## config.mk

```make
export PLATFORM = sky130hd
export DESIGN_NAME = vga_rx_decoder
export DESIGN_NICKNAME = d
export VERILOG_FILES = /design/src/rtl/vga_rx_decoder.sv
export SDC_FILE = /design/constraint.sdc
export NUM_CORES = 1
export LEC_CHECK = 0
export CAP_MARGIN = 25
export CORE_ASPECT_RATIO = 1.4
export CORE_UTILIZATION = 42
export DETAILED_ROUTE_END_ITERATION = 12
export PLACE_DENSITY = 0.78
export REMOVE_ABC_BUFFERS = 1
export SLEW_MARGIN = 5
export SYNTH_ARGS = -nofsm -noshare
export SYNTH_HDL_FRONTEND = slang
export SYNTH_SLANG_ARGS = --single-unit
```

## constraint.sdc

```tcl
create_clock -name pclk -period 2.6 [get_ports pclk]
set_clock_uncertainty 0.1 [all_clocks]
set_input_delay 0.78 -clock pclk [delete_from_list [all_inputs] [get_ports pclk]]
set_output_delay 0.78 -clock pclk [all_outputs]
set_load 0.005 [all_outputs]
```

## src/rtl/vga_rx_decoder.sv

```systemverilog
// VGA receive-side decoder: recovers pixel coordinates and data from
// hsync/vsync/valid/RGB, measures line and frame timing, tracks lock and
// latches timing errors.
module vga_rx_decoder #(
  parameter int H_TOTAL     = 800,
  parameter int H_ACTIVE    = 640,
  parameter int V_TOTAL     = 525,
  parameter int V_ACTIVE    = 480,
  parameter int LOCK_FRAMES = 2,
  parameter int WD_LIMIT    = 1600
) (
  input  logic        pclk,
  input  logic        reset_n,
  input  logic        hsync,
  input  logic        vsync,
  input  logic        valid,
  input  logic [7:0]  vga_r,
  input  logic [7:0]  vga_g,
  input  logic [7:0]  vga_b,
  input  logic        err_clr,
  output logic        pix_valid,
  output logic [9:0]  pix_x,
  output logic [9:0]  pix_y,
  output logic [23:0] pix_rgb,
  output logic        frame_start,
  output logic        locked,
  output logic [10:0] h_total_meas,
  output logic [10:0] v_total_meas,
  output logic        err_sticky
);

  localparam int WD_W = $clog2(WD_LIMIT + 1);
  localparam int GC_W = $clog2(LOCK_FRAMES + 1);

  localparam logic [1:0] ST_SEARCH  = 2'd0;
  localparam logic [1:0] ST_MEASURE = 2'd1;
  localparam logic [1:0] ST_LOCKED  = 2'd2;

  localparam logic [10:0]     C_H_TOTAL  = 11'(H_TOTAL);
  localparam logic [9:0]      C_H_ACTIVE = 10'(H_ACTIVE);
  localparam logic [10:0]     C_V_TOTAL  = 11'(V_TOTAL);
  localparam logic [9:0]      C_V_ACTIVE = 10'(V_ACTIVE);
  localparam logic [WD_W-1:0] C_WD_LIMIT = WD_W'(WD_LIMIT);
  localparam logic [GC_W-1:0] C_LOCK     = GC_W'(LOCK_FRAMES);

  // Stage-1 pin registers plus one extra sync tap for edge detection
  logic        r_hs1, r_hs1_q, r_vs1, r_vs1_q, r_val1;
  logic [23:0] r_rgb1;

  // Position, timing and lock-tracking state
  logic [9:0]      r_hx, r_ly;
  logic            r_hv;
  logic [10:0]     r_hlen, r_vlen;
  logic            r_frame_bad, r_skip;
  logic [1:0]      r_state;
  logic [GC_W-1:0] r_good;
  logic [WD_W-1:0] r_wd;

  // Stage-2 output registers
  logic        r_pix_valid, r_frame_start, r_locked, r_err;
  logic [9:0]  r_pix_x, r_pix_y;
  logic [23:0] r_pix_rgb;
  logic [10:0] r_h_meas, r_v_meas;

  logic            w_hfall, w_vfall;
  logic [9:0]      w_hx_cur, w_hx_nxt, w_ly_adv, w_ly_cur;
  logic            w_hv_nxt;
  logic [10:0]     w_hlen_nxt, w_vlen_cnt, w_vlen_nxt;
  logic            w_line_bad, w_line_chk, w_frame_bad, w_wd_trip;
  logic [1:0]      w_state_nxt;
  logic [GC_W-1:0] w_good_nxt, w_good_inc;
  logic            w_skip_nxt, w_err_set;

  assign w_hfall = r_hs1_q & ~r_hs1;
  assign w_vfall = r_vs1_q & ~r_vs1;

  // Stage 1: capture the pins and keep the previous sync levels
  always_ff @(posedge pclk or negedge reset_n) begin
    if (!reset_n) begin
      r_hs1   <= 1'b0;
      r_hs1_q <= 1'b0;
      r_vs1   <= 1'b0;
      r_vs1_q <= 1'b0;
      r_val1  <= 1'b0;
      r_rgb1  <= '0;
    end else begin
      r_hs1   <= hsync;
      r_hs1_q <= r_hs1;
      r_vs1   <= vsync;
      r_vs1_q <= r_vs1;
      r_val1  <= valid;
      r_rgb1  <= {vga_r, vga_g, vga_b};
    end
  end

  // Position and timing counters; a vsync fall overrides a coincident hsync fall
  always_comb begin
    w_hx_cur   = w_hfall ? 10'd0 : r_hx;
    w_hx_nxt   = (r_val1 && (w_hx_cur != 10'h3FF)) ? w_hx_cur + 10'd1 : w_hx_cur;
    w_hv_nxt   = (w_hfall ? 1'b0 : r_hv) | r_val1;
    w_ly_adv   = (w_hfall && r_hv && (r_ly != 10'h3FF)) ? r_ly + 10'd1 : r_ly;
    w_ly_cur   = w_vfall ? 10'd0 : w_ly_adv;
    w_hlen_nxt = w_hfall ? 11'd1 : ((r_hlen != 11'h7FF) ? r_hlen + 11'd1 : r_hlen);
    w_vlen_cnt = (w_hfall && (r_vlen != 11'h7FF)) ? r_vlen + 11'd1 : r_vlen;
    w_vlen_nxt = w_vfall ? 11'd0 : w_vlen_cnt;
    w_line_bad = w_hfall && ((r_hlen != C_H_TOTAL) || (r_hv && (r_hx != C_H_ACTIVE)));
    w_line_chk = w_line_bad && (r_state != ST_SEARCH) && !r_skip;
    w_frame_bad = (w_vlen_cnt != C_V_TOTAL) || (w_ly_adv != C_V_ACTIVE) ||
                  r_frame_bad || w_line_chk;
    w_wd_trip  = (r_state != ST_SEARCH) && !w_hfall && (r_wd == C_WD_LIMIT);
  end

  // Lock FSM next-state; a watchdog trip overrides everything
  always_comb begin
    w_state_nxt = r_state;
    w_good_nxt  = r_good;
    w_good_inc  = r_good + GC_W'(1);
    w_skip_nxt  = r_skip & ~w_hfall;
    w_err_set   = 1'b0;
    case (r_state)
      ST_SEARCH: begin
        if (w_vfall) begin
          w_state_nxt = ST_MEASURE;
          w_good_nxt  = '0;
          w_skip_nxt  = 1'b1;
        end
      end
      ST_MEASURE: begin
        if (w_vfall) begin
          if (w_frame_bad) begin
            w_good_nxt = '0;
          end else begin
            w_good_nxt = w_good_inc;
            if (w_good_inc == C_LOCK) w_state_nxt = ST_LOCKED;
          end
        end
      end
      ST_LOCKED: begin
        if (w_line_chk || (w_vfall && w_frame_bad)) begin
          w_err_set   = 1'b1;
          w_state_nxt = ST_MEASURE;
          w_good_nxt  = '0;
        end
      end
      default: begin
        w_state_nxt = ST_SEARCH;
        w_good_nxt  = '0;
      end
    endcase
    if (w_wd_trip) begin
      w_state_nxt = ST_SEARCH;
      w_good_nxt  = '0;
      w_skip_nxt  = 1'b0;
      w_err_set   = 1'b1;
    end
  end

  // Counter, FSM and watchdog state update
  always_ff @(posedge pclk or negedge reset_n) begin
    if (!reset_n) begin
      r_hx        <= '0;
      r_ly        <= '0;
      r_hv        <= 1'b0;
      r_hlen      <= '0;
      r_vlen      <= '0;
      r_frame_bad <= 1'b0;
      r_skip      <= 1'b0;
      r_state     <= ST_SEARCH;
      r_good      <= '0;
      r_wd        <= '0;
    end else begin
      r_hx        <= w_hx_nxt;
      r_ly        <= w_ly_cur;
      r_hv        <= w_hv_nxt;
      r_hlen      <= w_hlen_nxt;
      r_vlen      <= w_vlen_nxt;
      r_frame_bad <= w_vfall ? 1'b0 : (r_frame_bad | w_line_chk);
      r_skip      <= w_skip_nxt;
      r_state     <= w_state_nxt;
      r_good      <= w_good_nxt;
      if ((r_state == ST_SEARCH) || w_hfall) r_wd <= '0;
      else if (r_wd != C_WD_LIMIT)           r_wd <= r_wd + WD_W'(1);
    end
  end

  // Stage 2: registered outputs; a new error wins over a same-cycle clear
  always_ff @(posedge pclk or negedge reset_n) begin
    if (!reset_n) begin
      r_pix_valid   <= 1'b0;
      r_pix_x       <= '0;
      r_pix_y       <= '0;
      r_pix_rgb     <= '0;
      r_frame_start <= 1'b0;
      r_locked      <= 1'b0;
      r_h_meas      <= '0;
      r_v_meas      <= '0;
      r_err         <= 1'b0;
    end else begin
      r_pix_valid   <= r_val1;
      r_pix_x       <= w_hx_cur;
      r_pix_y       <= w_ly_cur;
      r_pix_rgb     <= r_rgb1;
      r_frame_start <= w_vfall;
      r_locked      <= (w_state_nxt == ST_LOCKED);
      if (w_hfall) r_h_meas <= r_hlen;
      if (w_vfall) r_v_meas <= w_vlen_cnt;
      if (w_err_set)    r_err <= 1'b1;
      else if (err_clr) r_err <= 1'b0;
    end
  end

  assign pix_valid    = r_pix_valid;
  assign pix_x        = r_pix_x;
  assign pix_y        = r_pix_y;
  assign pix_rgb      = r_pix_rgb;
  assign frame_start  = r_frame_start;
  assign locked       = r_locked;
  assign h_total_meas = r_h_meas;
  assign v_total_meas = r_v_meas;
  assign err_sticky   = r_err;

endmodule

```

==> metrics <==
status finished clean; post-layout min period 2.57 ns; area share of the leading cell type in the synthesized netlist 0.641; slew margin rel. 0.673; die width 101 um; Setup WS post-layout 0.0271 ns; synthesized area per cell 11.3 um2; sequential fraction of the synthesis area 0.641; DRT Pass-1 Iters 4; clk sink count 149; Arr. time, crit path 2.80 ns; global placer's final weighted congestion 0.946; Post-Syn Area 5810 um2; worst hold path class in2async; dpl cell area 7150 um2; fillcell total 1090; gr usage total 0.185; total die area 14300 um2; Clock Latency Late Sink 0.41 ns; Worst-Margin Slew 0.489 ns; Layout Nets 682; Synth warnings 0; Primary FF master, synth dfrtp_1; Max VDD drop 426 uV; ANT cells 0; CP Class reg2reg; number of I/O pins 100; vias in the first global route 4355; share of layout cells above drive strength 1 0.131; initial core utilization 0.432; # Max-Cap Violations 0; CTS Buf Count 17; Starting DRT DRC Count 271; Post-synth ARST share 1.00; CTS clk-pin slew, worst paths 0.06 ns; Bufs on Longest Clock Path 2; Area Overhead vs Synth 36.9%; Final Hold Vio Count 0; commonest non-fill, non-tap cell in the layout dfrtp_1; top cells by area, synth dfrtp_1 (64%), nand2_1 (4.6%), nor2_1 (3.7%); post-synth top area cell dfrtp_1; most frequent cells in the layout dfrtp_1 (148), clkdlybuf4s50_1 (98), nand2_1 (72), nor2_1 (56), o21ai_0 (27); Crit path required time 2.83 ns; row count 50; Placement Setup Slack -0.0444 ns; Worst Setup End Kind register; drt via density 5.08; # DRC 0; CTS root buf clkbuf_16; Finished Cell Area 7960 um2; drt total wl 12600 um; CTS tree built; placed cells 803; Final setup violation count 0; #FFs+latches synth 149; PortBufs 99; worst path cell trace or4_4, o41ai_4, a41oi_2, nor2_2, nand4b_1, nor4_4, buf_4, a41oi_2, o21ai_1; drt wl/cell 15.0 um; Routed Antenna Nets 0; hold buffers post-CTS 0; H-Tree Level Count 4; Tcrit/Tclk final 0.990; LEAKAGE 3.53 nW; CP max stage delay 0.56 ns; initial antenna violation count 0; Die H 141 um; critical path buffer and inverter count 1; Worst path top cell family by delay simple AND/OR/NAND/NOR gates; Non-Filler Instances 839; RSZ-0062 raised after global routing yes; Post-Syn Instances 516; slowest CP cell or4_4; Vias 4263; largest net degree at the start of global routing 72; global-route wire length before repair 20500 um; CP dominant cell by count a41oi_2; Setup crit start kind register; EDFF count, synth 0; post-DP HPWL 8650 um; Unique masters post-synth 50; pwr dens 765 nW/um2; maximum net fanout on the critical path 6; f_max 0.389 GHz; count of pins over their slew limit 0; area of the core 13500 um2; grt total ovfl 0
==> flip-flops by register name, indices dropped and copies added (netlist names), 2 cells and up <==
| register | count |
|---|---|
| r_hlen | 11 |
| r_good | 2 |
| pix_rgb | 24 |
| r_vlen | 11 |
| r_rgb1 | 24 |
| h_total_meas | 11 |
| r_wd | 11 |
| r_hx | 10 |
| r_state | 2 |
| pix_x | 10 |
| pix_y | 10 |
| v_total_meas | 11 |
==> synthesized netlist by cell type (2+ instances only) <==
cell type    n
nand4_1      7
dfrtp_1    149
ha_1         8
nand4b_1     3
xor2_1      17
a211oi_1     4
nor3_1       5
mux2_2       3
nand3_1     21
clkbuf_1    12
nor4b_1      3
and2_1      11
nand3b_1     2
a41oi_1      7
a21oi_1     13
nand2b_1     4
nand2_1     72
o21ai_0     30
o211ai_1     2
o221a_2      2
a21o_1       3
buf_1        2
nor2_1      58
or3_1        9
inv_1       12
and3_1      14
xnor2_1     12
or2_2        2
mux2i_1      2
nor2b_1      6
or4_1        2
==> cells by family after synthesis <==
kind of cell,after synthesis,synth area share
fa+ha+maj,8,0.0172
compound gates,70,0.0777
xor+xnor,29,0.0437
buf+inv,28,0.0185
flops,149,0.641
simple gates,227,0.192
mux,5,0.00925
==> per-layer routing <==
layer | GRT usage | vias to the layer above | share of wire
met5 | 0 | - | 0
met4 | 0.0786 | 0 | 0.023
met3 | 0.0540 | 26 | 0.056
met2 | 0.314 | 145 | 0.51
met1 | 0.216 | 2068 | 0.41
li1 | - | 2024 | -
==> layout make-up <==
class                           instances  area [um2]  area share
Multi-Input combinational cell        339        2090       0.263
Clock inverter                         12         225      0.0283
Clock buffer                           20         437      0.0549
Tap cell                              182         228      0.0286
Inverter                               12        45.0     0.00566
Timing Repair Buffer                  125        1200       0.151
Sequential cell                       149        3730       0.469
==> what timing repair did <==
action / 4_1_cts / 5_1_grt
setup buffers: 3 / 1
endpoints found under the setup margin: 2 / 10
gates resized for setup: 1 / 23
pin swaps: 0 / 4
==> worst reg2reg max path: stages, from the launching register on <==
cell and delay (ns):
dfrtp_1 0.39, or4_4 0.56, o41ai_4 0.33, a41oi_2 0.17
nor2_2 0.15, nand4b_1 0.16, nor4_4 0.21, buf_4 0.20
a41oi_2 0.11, o21ai_1 0.11
==> per-stage QoR <==
stage	total power, W	hold WS, ns	utilization	TNS (ns)
floorplan	0.00295	0.231	-	-3.87
global placement	0.00331	0.231	0.532	0
detailed placement	0.00335	0.235	0.532	-0.0846
CTS	0.00610	0.163	0.583	-0.0293
global route	0.00633	0.162	0.592	-0.429
finish	0.00609	0.157	0.592	0
==> where the power goes <==
group	internal (W)	switching, W
sequential	0.00251	0.000157
clock	0.00180	0.000924
combinational	0.000371	0.000325
==> worst paths after layout <==
kind | slack (ns) | to | cells past startpoint | from
setup / recovery | 0.03 | r_good[0] | 9 | r_hx[2]
hold / removal | 0.16 | pix_rgb[13] | 1 | reset_n
setup reg to reg | 0.03 | r_good[0] | 9 | r_hx[2]
hold reg to reg | 0.24 | pix_rgb[17] | 0 | r_rgb1[17]
max in group asynchronous | 1.49 | r_hx[2] | 2 | reset_n
min in group pclk | 0.24 | pix_rgb[17] | 0 | r_rgb1[17]
(Power assumes the default switching activity.)
